$ cat config.mk
export PLATFORM = sky130hd
export DESIGN_NAME = chnl_smpl_packer
export DESIGN_NICKNAME = d
export VERILOG_FILES = /design/src/rtl/chnl_smpl_pkg.sv /design/src/rtl/chnl_sync.sv /design/src/rtl/chnl_smpl_packer.sv
export SDC_FILE = /design/constraint.sdc
export NUM_CORES = 1
export LEC_CHECK = 0
export CORE_ASPECT_RATIO = 1.4
export CORE_MARGIN = 2
export CORE_UTILIZATION = 46
export DETAILED_ROUTE_END_ITERATION = 8
export GPL_ROUTABILITY_DRIVEN = 0
export PLACE_DENSITY = 0.84
export REMOVE_ABC_BUFFERS = 1
export SETUP_SLACK_MARGIN = 0.02
export SLEW_MARGIN = 20
export SYNTH_ARGS = -nofsm -noshare
export SYNTH_HDL_FRONTEND = slang
export SYNTH_SLANG_ARGS = --single-unit
export TNS_END_PERCENT = 5
$ cat constraint.sdc
create_clock -name clk -period 2.27 [get_ports clk]
set_clock_uncertainty 0.1 [all_clocks]
set_input_delay 0.227 -clock clk [delete_from_list [all_inputs] [get_ports clk]]
set_output_delay 0.227 -clock clk [all_outputs]
set_load 0.02 [all_outputs]
$ cat src/rtl/chnl_smpl_pkg.sv
// chnl_smpl_pkg: shared widths, the {H,L} pair type and the slot offset helper for the sample packer
package chnl_smpl_pkg;
  localparam int SMPL_PAIR_W = 2;
  typedef logic [SMPL_PAIR_W-1:0] ch_pair_t;
  function automatic int slot_lsb(input int slot, input int num_ch);
    return SMPL_PAIR_W * num_ch * slot;
  endfunction
endpackage

$ cat src/rtl/chnl_sync.sv
// chnl_sync: STAGES-deep, WIDTH-wide flop synchroniser, async active-low reset
//   clk, rst_n : clock and async active-low reset
//   d          : asynchronous input bits
//   q          : d after STAGES clk edges
module chnl_sync #(
  parameter int WIDTH  = 2,
  parameter int STAGES = 2
) (
  input  logic             clk,
  input  logic             rst_n,
  input  logic [WIDTH-1:0] d,
  output logic [WIDTH-1:0] q
);
  logic [STAGES*WIDTH-1:0] ff;
  always_ff @(posedge clk or negedge rst_n)
    if (!rst_n) ff <= '0;
    else ff <= {ff[(STAGES-1)*WIDTH-1:0], d};
  assign q = ff[STAGES*WIDTH-1 -: WIDTH];
endmodule

$ cat src/rtl/chnl_smpl_packer.sv
// chnl_smpl_packer: synchronise NUM_CH H/L comparator pairs, pack SMPLS_PER_WORD samples per valid/ready word
//   clk, rst_n        : clock, async active-low reset
//   smpl_en, clr      : sample strobe, sync clear of the partial word (clr wins over smpl_en)
//   CH_H, CH_L        : raw asynchronous comparator inputs
//   smpl, smpl_vld    : packed word (slot 0 = oldest in LSBs) and its valid
//   smpl_rdy          : consumer accept
//   ovfl, ovfl_clr    : sticky dropped-word flag and its clear (set wins)
//   H_rise/H_fall/L_rise/L_fall : per-channel edge pulses, only with CHNL_EDGE_DET_EN defined
module chnl_smpl_packer
  import chnl_smpl_pkg::*;
#(
  parameter int NUM_CH         = 1,
  parameter int SYNC_STAGES    = 2,
  parameter int SMPLS_PER_WORD = 4,
  localparam int DATA_W        = 2 * NUM_CH * SMPLS_PER_WORD
) (
  input  logic              clk,
  input  logic              rst_n,
  input  logic              smpl_en,
  input  logic              clr,
  input  logic [NUM_CH-1:0] CH_H,
  input  logic [NUM_CH-1:0] CH_L,
  output logic [DATA_W-1:0] smpl,
  output logic              smpl_vld,
  input  logic              smpl_rdy,
  output logic              ovfl,
  input  logic              ovfl_clr
`ifdef CHNL_EDGE_DET_EN
  ,
  output logic [NUM_CH-1:0] H_rise,
  output logic [NUM_CH-1:0] H_fall,
  output logic [NUM_CH-1:0] L_rise,
  output logic [NUM_CH-1:0] L_fall
`endif
);
  localparam int SW = SMPL_PAIR_W * NUM_CH;
  localparam int CW = $clog2(SMPLS_PER_WORD);
  logic [2*NUM_CH-1:0] sync;
  logic [NUM_CH-1:0]   sync_h, sync_l;
  logic [SW-1:0]       slot_new;
  logic [DATA_W-1:0]   sr, sr_next;
  logic [CW-1:0]       slot_cnt;
  logic                cap, last, done, load, drop;
  chnl_sync #(.WIDTH(2*NUM_CH), .STAGES(SYNC_STAGES)) u_sync (
    .clk(clk),
    .rst_n(rst_n),
    .d({CH_H, CH_L}),
    .q(sync)
  );
  assign sync_h = sync[2*NUM_CH-1:NUM_CH];
  assign sync_l = sync[NUM_CH-1:0];
  always_comb begin
    slot_new = '0;
    for (int c = 0; c < NUM_CH; c++)
      slot_new[SMPL_PAIR_W*c +: SMPL_PAIR_W] = ch_pair_t'({sync_h[c], sync_l[c]});
  end
  // newest sample enters at the MSBs, so after a full word slot 0 holds the oldest
  assign sr_next = {slot_new, sr[DATA_W-1:SW]};
  assign cap  = smpl_en && !clr;
  assign last = slot_cnt == CW'(SMPLS_PER_WORD - 1);
  assign done = cap && last;
  assign load = done && (!smpl_vld || smpl_rdy);
  assign drop = done && smpl_vld && !smpl_rdy;
  always_ff @(posedge clk or negedge rst_n)
    if (!rst_n) begin
      slot_cnt <= '0;
      sr       <= '0;
      smpl     <= '0;
      smpl_vld <= 1'b0;
      ovfl     <= 1'b0;
    end else begin
      if (clr) begin
        slot_cnt <= '0;
        sr       <= '0;
      end else if (smpl_en) begin
        slot_cnt <= last ? '0 : slot_cnt + 1'b1;
        sr       <= sr_next;
      end
      if (load) smpl <= sr_next;
      smpl_vld <= load || (smpl_vld && !smpl_rdy);
      ovfl     <= drop || (ovfl && !ovfl_clr);
    end
`ifdef CHNL_EDGE_DET_EN
  logic [2*NUM_CH-1:0] prev;
  logic [NUM_CH-1:0]   prev_h, prev_l;
  assign prev_h = prev[2*NUM_CH-1:NUM_CH];
  assign prev_l = prev[NUM_CH-1:0];
  // prev survives clr so edges are judged across a cleared word boundary
  always_ff @(posedge clk or negedge rst_n)
    if (!rst_n) begin
      prev   <= '0;
      H_rise <= '0;
      H_fall <= '0;
      L_rise <= '0;
      L_fall <= '0;
    end else begin
      H_rise <= cap ? sync_h & ~prev_h : '0;
      H_fall <= cap ? ~sync_h & prev_h : '0;
      L_rise <= cap ? sync_l & ~prev_l : '0;
      L_fall <= cap ? ~sync_l & prev_l : '0;
      if (cap) prev <= sync;
    end
`endif
endmodule

* After elaboration in Yosys (flattened, before gate mapping) *
Cells that the tools add are included.

storage, ports and cells
  flip-flop bits (word level) = 24
  latch bits = 0
  memory bits (writable) = 0
  memory bits (read-only) = 0
  logic and storage cells = 28
  memories = 0

cells by class
  add/sub/neg operators = 1
  $mul = 0
  div/mod/pow operators = 0
  magnitude comparators = 0
  equality and inequality tests = 1
  shift-type cells = 0
  mux-type cells = 5
  bitwise gates (word level) = 0
  reductions and logical operators = 15

operators by type and width
  kind                                                           number
  8-bit two-way mux                                              2
  1-bit logical AND                                              7
  2-bit two-way mux                                              3
  1-bit logical NOT                                              4
  1-bit logical OR                                               3
  2-bit by 1-bit adder with 2-bit output, second input constant  1
  2-bit equality test, second input constant                     1
  2-bit nonzero test                                             1

* Longest topological paths before layout *
  depth after elaboration = 6
  gate-level depth with buffers = 5

* Cells and area by module *
From an unflattened synthesis, not the netlist that was laid out.

second synthesis, totals
  cells, all modules = 59
  area, all modules = 864.6 um^2

modules (own cells, without submodules)
  module            instances  cells each  area an instance (um^2)  seq. area each (um^2)
  chnl_smpl_packer  1          53          749.5                    450.4
  chnl_sync         1          6           115.1                    100.1

* Worst setup path after synthesis *
OpenSTA, ideal clock, no wires.

  path kind = register to register
  start = register slot_cnt[0]
  end = register smpl[0]
  arrival time = 1181 ps
  path slack = 864 ps
  cell stages (with the launch flop) = 6
  period minus slack after synthesis = 1406 ps
  cell sequence = dfrtp_1 > ha_1 > nand3b_4 > nor2b_2 > buf_6 > mux2_2

on the way
  longest elaborated chain between the ends = 3

ends and longest elaborated chain
  element                 RTL line                text
  from (decl)             chnl_smpl_packer.sv:42  logic [CW-1:0] slot_cnt;
  from (signal assigned)  chnl_smpl_packer.sv:76  slot_cnt <= last ? '0 : slot_cnt + 1'b1;
  2-bit equality test     chnl_smpl_packer.sv:60  assign last = slot_cnt == CW'(SMPLS_PER_WORD - 1);
  1-bit logical AND       chnl_smpl_packer.sv:61  assign done = cap && last;
  1-bit logical AND       chnl_smpl_packer.sv:62  assign load = done && (!smpl_vld || smpl_rdy);
  to (signal assigned)    chnl_smpl_packer.sv:79  if (load) smpl <= sr_next;
  to (decl)               chnl_smpl_packer.sv:23  output logic [DATA_W-1:0] smpl,

No other way between the ends.
A chain may end at the register's enable or synchronous reset.

* Worst setup path in the final report *
  start = register slot_cnt[0]
  end = register smpl[1]

Same word-level chain as after synthesis.

==> flow_summary.toml <==
[synth]
ys_seq_elements = 22
yosys_warnings = 0
netlist_area_sq_um = 841
syn_avg_cell_area_sq_um = 15.0
synthCells = 56
yosysSeqAreaShare_pct = 65.5
yosysUniqueCellTypes = 14

[timing]
fin_crit_ps = 1620
tightest_slew_ps = 387
relSlewSlack_pct = 74.1
setup_tns_ps = 0
slew_viol_final = 0
fmax_ghz = 0.616
hold_slack_ps = 143
setup_viol = 0
rsz0062_at_grt = "false"
final_hold_viol_count = 0
finalCritPeriodShare_pct = 71.5

[cells_and_area]
ff_latch_area_sq_um = 551
num-fill-cells = 136
most-common-layout-cells = "dfrtp_1 (22), clkdlybuf4s50_1 (17), nor2_1 (8), mux2_2 (8), mux2i_1 (7)"
multiInputGateArea_sq_um = 256
syn_to_final_growth_pct = 28.6
final_common_cell = "dfrtp_1"
diodes = 0
num-nets-final = 87
layout-drive-gt1-share_pct = 22.1

[outcome]
outcome = "complete, no violations"

[clocking]
numCtsBuffers = 3
cts_resized = 0
postCtsSetupBuffers = 0
numClockSinks = 22
cts.hold.buffers_added = 0
cts_tree = "yes"
htree_levels = 1
clock_path_buffers = 2
clockRootBuffer = "clkbuf_4"
clk_pin_slew_ps = 120
insertion_delay_ps = 310

[power_and_ir_drop]
combPwrFrac_pct = 11.8
seqPwrFrac_pct = 52.3
p_switching_w = 0.000170
p_leak_nw = 0.539
irDropWorstVdd_uv = 561
p_per_area_nw_per_um2 = 754
internal-power_w = 0.000646
clockPowerShare_pct = 35.9
switching_share_pct = 20.8

[global_route]
gr-total-overflow = 0
antenna_found_initial = 0
grt_pass1_vias = 501
grt_pass1_wl_mm = 2.06
grt_max_degree = 23
grtUsageTotal_pct = 14.4

[drt]
drtPass1Iterations = 4
final_antenna_net_count = 0
viasPerCell = 4.96
route.detailed.drc = 0
drt_iter0_markers = 7
drt-total-wl_mm = 1.20
avgRoutedWirePerCell_um = 12.4
vias = 481

[place]
portBuffers = 17
hpwl_um = 901

[worst_setup_path]
arrival_ps = 1720
crit_start = "slot_cnt[0]"
path_class = "register to register"
reg2reg_depth = 4
reg2reg_to = "smpl[1]"
cp_max_fo = 8
cp-endpoint = "smpl[1]"
worst_r2r_startpoint = "slot_cnt[0]"
crit_required_ps = 2370
ff2ff_setup_slack_ps = 650
worstSetupStartpointType = "register"
cp-end-kind = "register"

[floorplan]
die_w_um = 40.1
ios = 18
die_h_um = 54.6
rows = 18
core_sq_um = 1730
initial_core_util_pct = 48.5
dieArea_sq_um = 2190

[hold_path]
min_path_type = "input pin to async pin"

[job]
max_cap_violations = 0
==> state kept, by name, indices dropped and copies added, names as in the netlist <==
signal     flops
ovfl           1
sr             6
smpl_vld       1
u_sync.ff      4
smpl           8
slot_cnt       2
==> critical path, cell delays in order, from the launching register on <==
cell and delay [ps]:
dfrtp_1 390, ha_1 210, nand3b_4 90, nor2b_2 340, mux2_2 380
==> area by class of cell <==
| cell class | instances | share of cell area [%] |
|---|---|---|
| flip-flops and latches | 22 | 50.9 |
| multi-input cells | 30 | 23.7 |
| repair buffers | 20 | 17.8 |
| clock inverters | 1 | 2.78 |
| well taps | 20 | 2.31 |
| clock buffers | 3 | 2.08 |
| inverters | 1 | 0.347 |
==> metrics by stage <==
stage | utilization, % | total power (W) | setup WS [ps] | cell area, sq um | instances
2_1_floorplan | - | 0.000473 | 782 | 811 | 53
3_3_place_gp | 59.3 | 0.000529 | 455 | 1030 | 93
3_5_place_dp | 59.3 | 0.000532 | 454 | 1030 | 93
4_1_cts | 62.3 | 0.000826 | 629 | 1080 | 97
5_1_grt | 62.3 | 0.000849 | 551 | 1080 | 97
6_report | 62.3 | 0.000816 | 648 | 1080 | 97
==> power groups by stage <==
| stage | clock (W) | combinational, W | sequential (W) |
|---|---|---|---|
| final | 0.000293 | 0.0000966 | 0.000426 |
| after global routing | 0.000315 | 0.000104 | 0.000430 |
| after CTS | 0.000301 | 0.0000984 | 0.000427 |
| after detailed placement | 0 | 0.0000980 | 0.000434 |
| after global placement | 0 | 0.0000962 | 0.000433 |
| after floorplan | 0 | 0.0000264 | 0.000447 |
==> synthesized netlist by cell type <==
cell type | instances | area (sq um)
dfrtp_1 | 22 | 551
mux2_2 | 8 | 90.1
nor2_1 | 8 | 30.0
mux2i_1 | 7 | 70.1
buf_6 | 2 | 22.5
buf_4 | 1 | 7.51
ha_1 | 1 | 12.5
inv_1 | 1 | 3.75
nand2_1 | 1 | 3.75
nand2b_1 | 1 | 6.26
nand3b_4 | 1 | 20.0
nor2b_2 | 1 | 8.76
o22ai_1 | 1 | 6.26
xnor2_1 | 1 | 8.76
==> worst min path at each step <==
stage	depth (start not counted)	from	end	slack [ps]
after global placement	0	u_sync.ff[1]	u_sync.ff[3]	240
after detailed placement	0	u_sync.ff[1]	u_sync.ff[3]	240
after CTS	2	rst_n	smpl[4]	150
after global routing	2	rst_n	smpl[2]	160
final	2	rst_n	smpl[4]	140
after floorplan	0	rst_n	ovfl	-170
==> cell families (layout without fill, tap and decap cells) <==
kind of cell | after synthesis | in the layout | share of synthesized area (%)
AO/OA/AOI/OAI | 1 | 1 | 0.745
XOR/XNOR | 1 | 1 | 1.04
flip-flops | 22 | 22 | 65.5
AND/OR/NAND/NOR | 12 | 12 | 8.18
buffers and inverters | 4 | 25 | 4.02
multiplexers | 15 | 15 | 19.0
adder cells (fa/ha/maj) | 1 | 1 | 1.49
==> routing by layer <==
metal / track usage (%) / share of wire [%] / vias to the layer above
li1: - / - / 225
met4: 10.3 / 1.2 / 0
met5: 0 / 0 / -
met3: 1.22 / 4.7 / 2
met2: 23.1 / 55 / 12
met1: 17.8 / 39 / 242
Note: power is estimated with default switching activity, not from simulation.
